===== config.mk =====
export PLATFORM = sky130hd
export DESIGN_NAME = mem_arb
export DESIGN_NICKNAME = d
export VERILOG_FILES = /design/src/rtl/mem_arb.sv
export SDC_FILE = /design/constraint.sdc
export NUM_CORES = 1
export LEC_CHECK = 0
export ABC_AREA = 1
export CAP_MARGIN = 10
export CORE_MARGIN = 5
export CORE_UTILIZATION = 37
export CTS_CLUSTER_DIAMETER = 80
export DETAILED_ROUTE_END_ITERATION = 6
export PLACE_DENSITY_LB_ADDON = 0.05
export SYNTH_ARGS = -nofsm -noshare
export SYNTH_HDL_FRONTEND = slang
export SYNTH_SLANG_ARGS = --single-unit

===== constraint.sdc =====
create_clock -name clk -period 2.8 [get_ports clk]
set_input_delay 0.84 -clock clk [delete_from_list [all_inputs] [get_ports clk]]
set_output_delay 0.84 -clock clk [all_outputs]
set_load 0.005 [all_outputs]

===== src/rtl/mem_arb.sv =====
// mem_arb -- shared-memory arbiter and line-transfer sequencer.
//
// The I-cache and D-cache miss paths share one single-ported backing memory.
// Each request moves one 4-word line. Requests are arbitrated round-robin in
// IDLE, then four word accesses are issued back to back. Read data returns
// through a MEM_LAT-deep tag pipeline to the winning side; write data is
// pulled from the D-cache one word at a time through dwidx/dwdata.
//
// Ports
//   clk, rst              clock, synchronous active-high reset
//   ireq, iaddr           I-cache line read request and line address
//   igrant                request accepted (iaddr sampled this cycle)
//   ivalid, idata, iword  returned read word and its index
//   idone                 I transfer complete
//   dreq, dwr, daddr      D-cache request, write flag, line address
//   dwdata, dwidx         write word supplied for the index requested
//   dgrant, dvalid, ddata, dword, ddone   D-side equivalents
//   mem_en, mem_wr, mem_addr, mem_din     memory command
//   mem_dout, mem_err     memory read data and error indication
//   err                   sticky error, cleared only by rst
module mem_arb #(
  parameter int MEM_LAT = 2
) (
  input  logic        clk,
  input  logic        rst,
  input  logic        ireq,
  input  logic [12:0] iaddr,
  output logic        igrant,
  output logic        ivalid,
  output logic [15:0] idata,
  output logic [1:0]  iword,
  output logic        idone,
  input  logic        dreq,
  input  logic        dwr,
  input  logic [12:0] daddr,
  input  logic [15:0] dwdata,
  output logic [1:0]  dwidx,
  output logic        dgrant,
  output logic        dvalid,
  output logic [15:0] ddata,
  output logic [1:0]  dword,
  output logic        ddone,
  output logic        mem_en,
  output logic        mem_wr,
  output logic [15:0] mem_addr,
  output logic [15:0] mem_din,
  input  logic [15:0] mem_dout,
  input  logic        mem_err,
  output logic        err
);

  typedef enum logic [1:0] {S_IDLE, S_ISSUE, S_DRAIN, S_DONE} state_t;
  typedef enum logic {OWN_I, OWN_D} owner_t;

  typedef struct packed {
    logic       valid;
    owner_t     owner;
    logic [1:0] idx;
  } ret_tag_t;

  // DRAIN re-uses the word counter (it wraps to 0 leaving ISSUE) and must
  // last MEM_LAT-1 cycles; with MEM_LAT=1 the DRAIN state is skipped.
  localparam logic [1:0] DRAIN_LAST = (MEM_LAT > 1) ? 2'(MEM_LAT - 2) : 2'd0;

  state_t     state_q, state_d;
  logic [1:0] idx_q, idx_d;
  logic [12:0] line_q;
  owner_t     owner_q;
  owner_t     last_gnt_q;
  logic       wr_q;
  logic       err_q;
  ret_tag_t   ret_q [MEM_LAT];

  logic     idle;
  logic     issue;
  logic     pick_d;
  logic     do_grant;
  logic     ret_busy;
  ret_tag_t ret_out;

  // ---------------------------------------------------------------------------
  // Arbitration. Grant is suppressed while rst is high so that no grant pulse
  // appears in a reset cycle.
  // ---------------------------------------------------------------------------
  assign idle     = (state_q == S_IDLE);
  assign issue    = (state_q == S_ISSUE);
  assign pick_d   = dreq && (!ireq || (last_gnt_q == OWN_I));
  assign do_grant = idle && !rst && (ireq || dreq);
  assign igrant   = do_grant && !pick_d;
  assign dgrant   = do_grant && pick_d;

  // ---------------------------------------------------------------------------
  // Next-state logic
  // ---------------------------------------------------------------------------
  always_comb begin
    // NOTE: every signal assigned here gets a default first, so no path
    // through the case leaves it unassigned and no latch is inferred.
    state_d = state_q;
    idx_d   = idx_q;
    unique case (state_q)
      S_IDLE: begin
        if (do_grant) begin
          state_d = S_ISSUE;
          idx_d   = 2'd0;
        end
      end
      S_ISSUE: begin
        idx_d = idx_q + 2'd1;
        if (idx_q == 2'd3) begin
          if (wr_q || (MEM_LAT == 1)) state_d = S_DONE;
          else                        state_d = S_DRAIN;
        end
      end
      S_DRAIN: begin
        if (idx_q == DRAIN_LAST) state_d = S_DONE;
        else                     idx_d   = idx_q + 2'd1;
      end
      S_DONE:  state_d = S_IDLE;
      default: state_d = S_IDLE;
    endcase
  end

  always_comb begin
    ret_busy = 1'b0;
    for (int i = 0; i < MEM_LAT; i++) ret_busy = ret_busy | ret_q[i].valid;
  end

  // ---------------------------------------------------------------------------
  // State registers
  // ---------------------------------------------------------------------------
  // NOTE: sequential state uses non-blocking assignments so every register
  // samples pre-edge values, which is what makes the shift pipeline shift.
  always_ff @(posedge clk) begin
    if (rst) begin
      state_q    <= S_IDLE;
      idx_q      <= 2'd0;
      line_q     <= '0;
      owner_q    <= OWN_I;
      last_gnt_q <= OWN_I;
      wr_q       <= 1'b0;
      err_q      <= 1'b0;
      // NOTE: the return pipeline is a handful of flops whose contents must
      // vanish on reset (in-flight words are dropped), so every stage is
      // reset, not only the valid bits.
      for (int i = 0; i < MEM_LAT; i++) ret_q[i] <= '0;
    end else begin
      state_q <= state_d;
      idx_q   <= idx_d;
      if (do_grant) begin
        line_q     <= pick_d ? daddr : iaddr;
        owner_q    <= pick_d ? OWN_D : OWN_I;
        last_gnt_q <= pick_d ? OWN_D : OWN_I;
        wr_q       <= pick_d && dwr;
      end
      if (mem_err && (!idle || ret_busy)) err_q <= 1'b1;
      // A tag is launched for each read issue and emerges MEM_LAT cycles
      // later, aligned with mem_dout.
      ret_q[0] <= '{valid: issue && !wr_q, owner: owner_q, idx: idx_q};
      for (int i = 1; i < MEM_LAT; i++) ret_q[i] <= ret_q[i-1];
    end
  end

  // ---------------------------------------------------------------------------
  // Memory command: driven only from registered state, plus the
  // dwdata -> mem_din path during write issue.
  // ---------------------------------------------------------------------------
  assign mem_en   = issue;
  assign mem_wr   = issue && wr_q;
  assign mem_addr = issue ? {line_q, idx_q, 1'b0} : 16'h0000;
  assign dwidx    = mem_wr ? idx_q : 2'd0;
  assign mem_din  = mem_wr ? dwdata : 16'h0000;

  // ---------------------------------------------------------------------------
  // Read return and completion
  // ---------------------------------------------------------------------------
  assign ret_out = ret_q[MEM_LAT-1];
  assign ivalid  = ret_out.valid && (ret_out.owner == OWN_I);
  assign dvalid  = ret_out.valid && (ret_out.owner == OWN_D);
  assign idata   = ivalid ? mem_dout : 16'h0000;
  assign ddata   = dvalid ? mem_dout : 16'h0000;
  assign iword   = ivalid ? ret_out.idx : 2'd0;
  assign dword   = dvalid ? ret_out.idx : 2'd0;
  assign idone   = ivalid && (ret_out.idx == 2'd3);
  assign ddone   = (dvalid && (ret_out.idx == 2'd3)) ||
                   ((state_q == S_DONE) && wr_q);
  assign err     = err_q;

endmodule


==> results of run 1 <==
final cells by class:
| cell class | count | share of cell area |
|---|---|---|
| Inverter | 69 | 0.0740 |
| Clock buffer | 3 | 0.0116 |
| Sequential cell | 28 | 0.157 |
| Clock inverter | 1 | 0.00842 |
| Multi-Input combinational cell | 210 | 0.276 |
| Timing Repair Buffer | 154 | 0.448 |
| Tap cell | 70 | 0.0246 |
per-stage QoR:
step	setup TNS [ns]	setup slack [ns]	hold slack (ns)	utilization
floorplan	0	0.408	0.388	-
global placement	-0.571	-0.294	0.390	0.672
detailed placement	-0.589	-0.294	0.397	0.672
CTS	0	0.00480	0.410	0.686
global route	-0.0296	-0.0215	0.430	0.707
finish	0	0.00825	0.406	0.707
Yosys cell counts, drive strengths merged:
| cell | n | area (sq um) |
|---|---|---|
| a21oi | 19 | 133 |
| buf | 13 | 92.6 |
| clkbuf | 2 | 7.51 |
| clkinv | 1 | 3.75 |
| conb | 1 | 3.75 |
| dfxtp | 28 | 561 |
| ha | 6 | 75.1 |
| inv | 68 | 260 |
| nand2 | 89 | 359 |
| nand3 | 18 | 90.1 |
| nor2 | 71 | 277 |
| o21ai | 6 | 37.5 |
cell families (layout without fill, tap and decap cells):
group           after synthesis  count (layout)
compound gates               25              25
fa+ha+maj                     6               6
buf+inv                      84             227
flops                        28              28
other cells                   1               1
simple gates                178             178
registers in the layout, indices dropped and copies added, names as in the netlist:
signal and cells:
line_q 13, ret_q 8, idx_q 2, state_q 2, err 1, last_gnt_q 1, wr_q 1
critical path, delay by kind of cell:
family	cells	cell delay, ns
buf+inv	3	1.02
simple gates	1	0.09
power by group through the flow:
stage / sequential, W / combinational, W / clock (W)
floorplan: 0.000533 / 0.000517 / 0
global placement: 0.000542 / 0.000812 / 0
detailed placement: 0.000547 / 0.000820 / 0
CTS: 0.000538 / 0.000825 / 0.000330
global route: 0.000552 / 0.000933 / 0.000352
finish: 0.000538 / 0.000829 / 0.000321
worst min path at each step:
stage / cells past startpoint / end / slack, ns / from
after floorplan: 2 / ret_q[0][4] / 0.39 / ret_q[0][0]
after global placement: 2 / ret_q[0][6] / 0.39 / ret_q[0][2]
after detailed placement: 2 / ret_q[0][6] / 0.40 / ret_q[0][2]
after CTS: 2 / ret_q[0][6] / 0.41 / ret_q[0][2]
after global routing: 2 / ret_q[0][4] / 0.43 / ret_q[0][0]
final: 2 / ret_q[0][6] / 0.41 / ret_q[0][2]
metal layers:
layer  wire length [microns]  GRT usage
met1                    2730      0.217
met2                    3020      0.323
met3                     702     0.0493
met4                      50     0.0482
met5                       0          0
repair_timing:
item	CTS	global route
resized for setup	8	44
hold endpoints to repair	0	0
setup endpoints to repair	5	57
pin swaps	1	0
setup buffers	1	0
==> impl_metrics.py, run 1 <==
metrics = {
    "global_routing": {
        "grt_max_degree": 23,
        "overflow": 0,
        "grt_pass1_vias": 2058,
        "grt_use_total": 0.183,
        "grt_first_pass_wirelength_mm": 9.72,
        "antenna_found_initial": 0,
    },
    "cells_and_area": {
        "layout.nets": 536,
        "instances_no_fill": 535,
        "final_common_cell": "clkdlybuf4s50_1",
        "syn2layout_area_growth_pct": 87.8,
        "antennaDiodeCount": 0,
        "nFillCells": 405,
        "multiInputGateArea_sq_um": 985,
        "final_cell_mix": "clkdlybuf4s50_1 (96), nand2_1 (78), nor2_1 (69)",
        "seqCellArea_sq_um": 561,
        "postLayoutCellArea_sq_um": 3570,
        "drive_above_1_share": 0.0989,
    },
    "floorplan": {
        "core-area_sq_um": 5040,
        "dieArea_sq_um": 6670,
        "rows": 26,
        "io_pins": 143,
        "die_x_microns": 81.6,
        "initial_utilization": 0.377,
        "die_y_microns": 81.6,
    },
    "synth": {
        "synth_fp_nets": 392,
        "synth-compound-area-share": 0.0896,
        "synthAdderAreaFrac": 0.0395,
        "synth_area_sq_um": 1900,
        "synth_xor_area_frac": 0,
        "synth_cell_types": 23,
        "seq_area_frac_synth": 0.295,
        "yosys_warnings": 0,
        "syn_inst": 322,
        "ys_seq_elements": 28,
        "synth.area.mux_share": 0,
        "avgSynthCellArea_sq_um": 5.90,
        "yosys.area_share.simple": 0.382,
        "synth_top_family_by_area": "simple AND/OR/NAND/NOR gates",
    },
    "outcome": {
        "status": "completed",
    },
    "sta": {
        "final_max_slew_viol_count": 0,
        "layout_min_cycle_time_ns": 2.79,
        "hold_viol": 0,
        "period_share": 0.997,
        "setup_viol": 0,
        "max_freq_ghz": 0.358,
        "skew_ns": 0.00976,
    },
    "setup_path": {
        "path_max_fanout": 1,
        "crit_path_cell_trace": "clkdlybuf4s50_1 -> inv_1 -> nor2_1 -> clkdlybuf4s50_1",
        "critPathMaxStageDelay_ns": 0.51,
        "crit_end": "mem_din[9]",
        "worstPathArrival_ns": 1.95,
        "end_kind": "output port",
        "cp_slowest_cell": "clkdlybuf4s50_1",
        "r2r_slack_ns": 1.19,
        "path_class": "in -> out",
        "cp.required_ns": 1.96,
        "crit_path_frequent_cell": "clkdlybuf4s50_1",
        "startpoint_type": "input port",
        "r2r_cells": 8,
        "timing.rr.start": "state_q[0]",
        "r2r_end": "line_q[7]",
        "startpoint": "dwdata[9]",
    },
    "routing": {
        "drc": 0,
        "post_drt_wl_per_cell_microns": 12.2,
        "final_antenna_net_count": 0,
        "drt_pass1_iterations": 4,
        "num_vias": 2292,
        "finalWirelength_mm": 6.51,
        "drt_iter0_drc": 46,
        "via_per_inst": 4.28,
    },
    "cts": {
        "cts.sinks": 28,
        "hold_buffers": 0,
        "cts_buffers": 3,
        "clk-insertion-delay-late_ns": 0.28,
        "cts_tree": "done",
        "cts.clk_slew.worst_paths_ns": 0.09,
        "cts.path.max_buffers": 2,
        "cts_root_buf": "clkbuf_8",
        "htree_levels": 1,
    },
    "hold_path": {
        "min_path_type": "reg -> reg",
    },
    "power": {
        "p_clk_frac": 0.190,
        "finalPower_w": 0.00169,
        "leakagePower_nw": 2.40,
        "ir_worst_vdd_v": 0.000390,
        "swShare": 0.370,
        "comb_power_share": 0.491,
        "p_sw_w": 0.000625,
        "powerDensity_nw_per_um2": 473,
        "seqPwrFrac": 0.319,
        "intPower_w": 0.00106,
    },
    "placed_design": {
        "placed_cell_area_sq_um": 3390,
        "place_inst": 530,
        "io_buffers": 141,
        "dpl.hpwl_mm": 5.06,
        "routabilityCongestion": 0.840,
    },
    "run": {
        "drv_cap": 0,
    },
}
Note: power is estimated with default switching activity, not from simulation.
==> run 2: changes to the inputs <==
clock period = 3.4 ns   (was 2.8 ns; I/O delays follow)
==> impl_metrics.py, run 2 (synthesis gave the netlist of run 1 again) <==
metrics = {
    "floorplan": {
        "dieArea_sq_um": 6670,
        "initial_utilization": 0.377,
        "core-area_sq_um": 5040,
        "io_pins": 143,
        "die_x_microns": 81.6,
        "die_y_microns": 81.6,
        "rows": 26,
    },
    "sta": {
        "skew_ns": 0.00170,
        "max_freq_ghz": 0.312,
        "hold_viol": 0,
        "worstMarginPinSlew_ns": 0.624,
        "hold_ws_ns": 0.409,
        "setup_viol": 0,
        "rsz0062_at_grt": "no",
        "period_share": 0.941,
        "layout_min_cycle_time_ns": 3.20,
        "final_max_slew_viol_count": 0,
        "relSlewSlack": 0.583,
    },
    "placed_design": {
        "routabilityCongestion": 0.834,
        "io_buffers": 141,
        "placed_cell_area_sq_um": 3370,
        "dpl.hpwl_mm": 5.03,
    },
    "cts": {
        "clk-insertion-delay-late_ns": 0.27,
        "cts.sinks": 28,
        "cts.path.max_buffers": 2,
        "cts_buffers": 3,
        "htree_levels": 1,
        "hold_buffers": 0,
        "cts_tree": "done",
        "cts_root_buf": "clkbuf_8",
        "cts_setup_buffers": 0,
        "cts.clk_slew.worst_paths_ns": 0.10,
    },
    "routing": {
        "finalWirelength_mm": 6.29,
        "num_vias": 2276,
        "drt_iter0_drc": 55,
        "via_per_inst": 4.28,
        "final_antenna_net_count": 0,
        "drc": 0,
        "drt_pass1_iterations": 4,
        "post_drt_wl_per_cell_microns": 11.8,
    },
    "global_routing": {
        "grt_max_degree": 23,
        "grt_pass1_vias": 2050,
        "grt_first_pass_wirelength_mm": 9.73,
        "overflow": 0,
        "grt_use_total": 0.183,
        "antenna_found_initial": 0,
    },
    "hold_path": {
        "min_from": "ret_q[0][0]",
        "min_path_type": "reg -> reg",
        "hold_end": "ret_q[0][4]",
        "holdPathStages": 2,
    },
    "setup_path": {
        "crit_path_cell_trace": "clkdlybuf4s50_1 -> inv_1 -> nor2_1 -> clkdlybuf4s50_1",
        "startpoint_type": "input port",
        "cp_slowest_cell": "clkdlybuf4s50_1",
        "critPathTopFamily": "buffers and inverters",
        "path_max_fanout": 2,
        "r2r_slack_ns": 1.72,
        "startpoint": "mem_dout[8]",
        "worstPathArrival_ns": 2.18,
        "path_class": "in -> out",
        "crit_path_frequent_cell": "clkdlybuf4s50_1",
        "critPathMaxStageDelay_ns": 0.54,
        "cp.required_ns": 2.38,
        "r2r_end": "state_q[0]",
        "path_buf_inv": 3,
        "r2r_cells": 7,
        "end_kind": "output port",
        "timing.rr.start": "state_q[0]",
    },
    "cells_and_area": {
        "regMostFlops": "line_q",
        "largest_reg_flops": 13,
        "drive_above_1_share": 0.0887,
        "syn2layout_area_growth_pct": 81.5,
        "final_common_cell": "clkdlybuf4s50_1",
        "reg_top3": "line_q: 13 flops, ret_q: 8 flops",
        "postLayoutCellArea_sq_um": 3450,
        "antennaDiodeCount": 0,
        "nFillCells": 437,
        "final_cell_mix": "clkdlybuf4s50_1 (138), nand2_1 (78), nor2_1 (69)",
        "layout.nets": 533,
    },
    "outcome": {
        "status": "completed",
    },
    "power": {
        "powerDensity_nw_per_um2": 400,
        "finalPower_w": 0.00138,
        "ir_worst_vdd_v": 0.000283,
        "leakagePower_nw": 1.66,
    },
    "run": {
        "drv_cap": 0,
    },
}
-- run 2: changes by cell type in the layout (fill, tap and decap cells not counted), moves of 2 or more --
cell             delta
clkdlybuf4s50_1    +42
dlymetal6s2s_1     -37
buf_4               -2
dlygate4sd2_1       -4
-- run 2: cell type report --
| type | count | area [sq um] | share of cell area |
|---|---|---|---|
| sequential | 28 | 561 | 0.163 |
| tap | 70 | 87.6 | 0.0254 |
| inverter | 69 | 264 | 0.0766 |
| timing repair buffer | 151 | 1490 | 0.431 |
| clock inverter | 1 | 30.0 | 0.00871 |
| multi-input combinational | 210 | 977 | 0.283 |
| clock buffer | 3 | 41.3 | 0.0120 |
-- run 2: report_power, final --
group / leakage, nW / internal (W) / switching (W)
clock: 0.0357 / 0.000158 / 0.000106
combinational: 1.40 / 0.000316 / 0.000356
sequential: 0.229 / 0.000395 / 0.0000464
total: 1.66 / 0.000869 / 0.000509
-- run 2: worst max-delay path by stage --
stage,to,slack [ns],cells after the start
after floorplan,igrant,0.65,6
after global placement,igrant,-0.06,6
after detailed placement,igrant,-0.06,6
after CTS,dgrant,0.007,5
after global routing,dwidx[1],0.02,5
final,ddata[8],0.20,4
-- run 2: metrics by stage --
stage	TNS, ns	std cells	util	worst slack (ns)
6_report	0	532	0.684	0.199
5_1_grt	0	532	0.684	0.0191
4_1_cts	0	532	0.683	0.00713
3_5_place_dp	-0.0997	528	0.669	-0.0620
3_3_place_gp	-0.0878	528	0.669	-0.0550
2_1_floorplan	0	322	-	0.648
-- run 2: worst min-delay path: stages (launching register included) --
cell and delay (ns):
dfxtp_1 0.31, inv_1 0.04, nor2_1 0.03
-- run 2: timing repair --
item | 4_1_cts | 5_1_grt
setup endpoints to repair | 2 | 1
cloned | 0 | 0
endpoints found under the hold margin | 0 | 0
pin swaps | 1 | 0
resized for setup | 2 | 2
-- run 2: metal layers --
metal,up-vias,track usage,part of all wire
li1,1205,-,-
met1,980,0.212,0.41
met2,87,0.327,0.47
met3,4,0.0471,0.11
met4,0,0.0598,0.011
met5,-,0,0
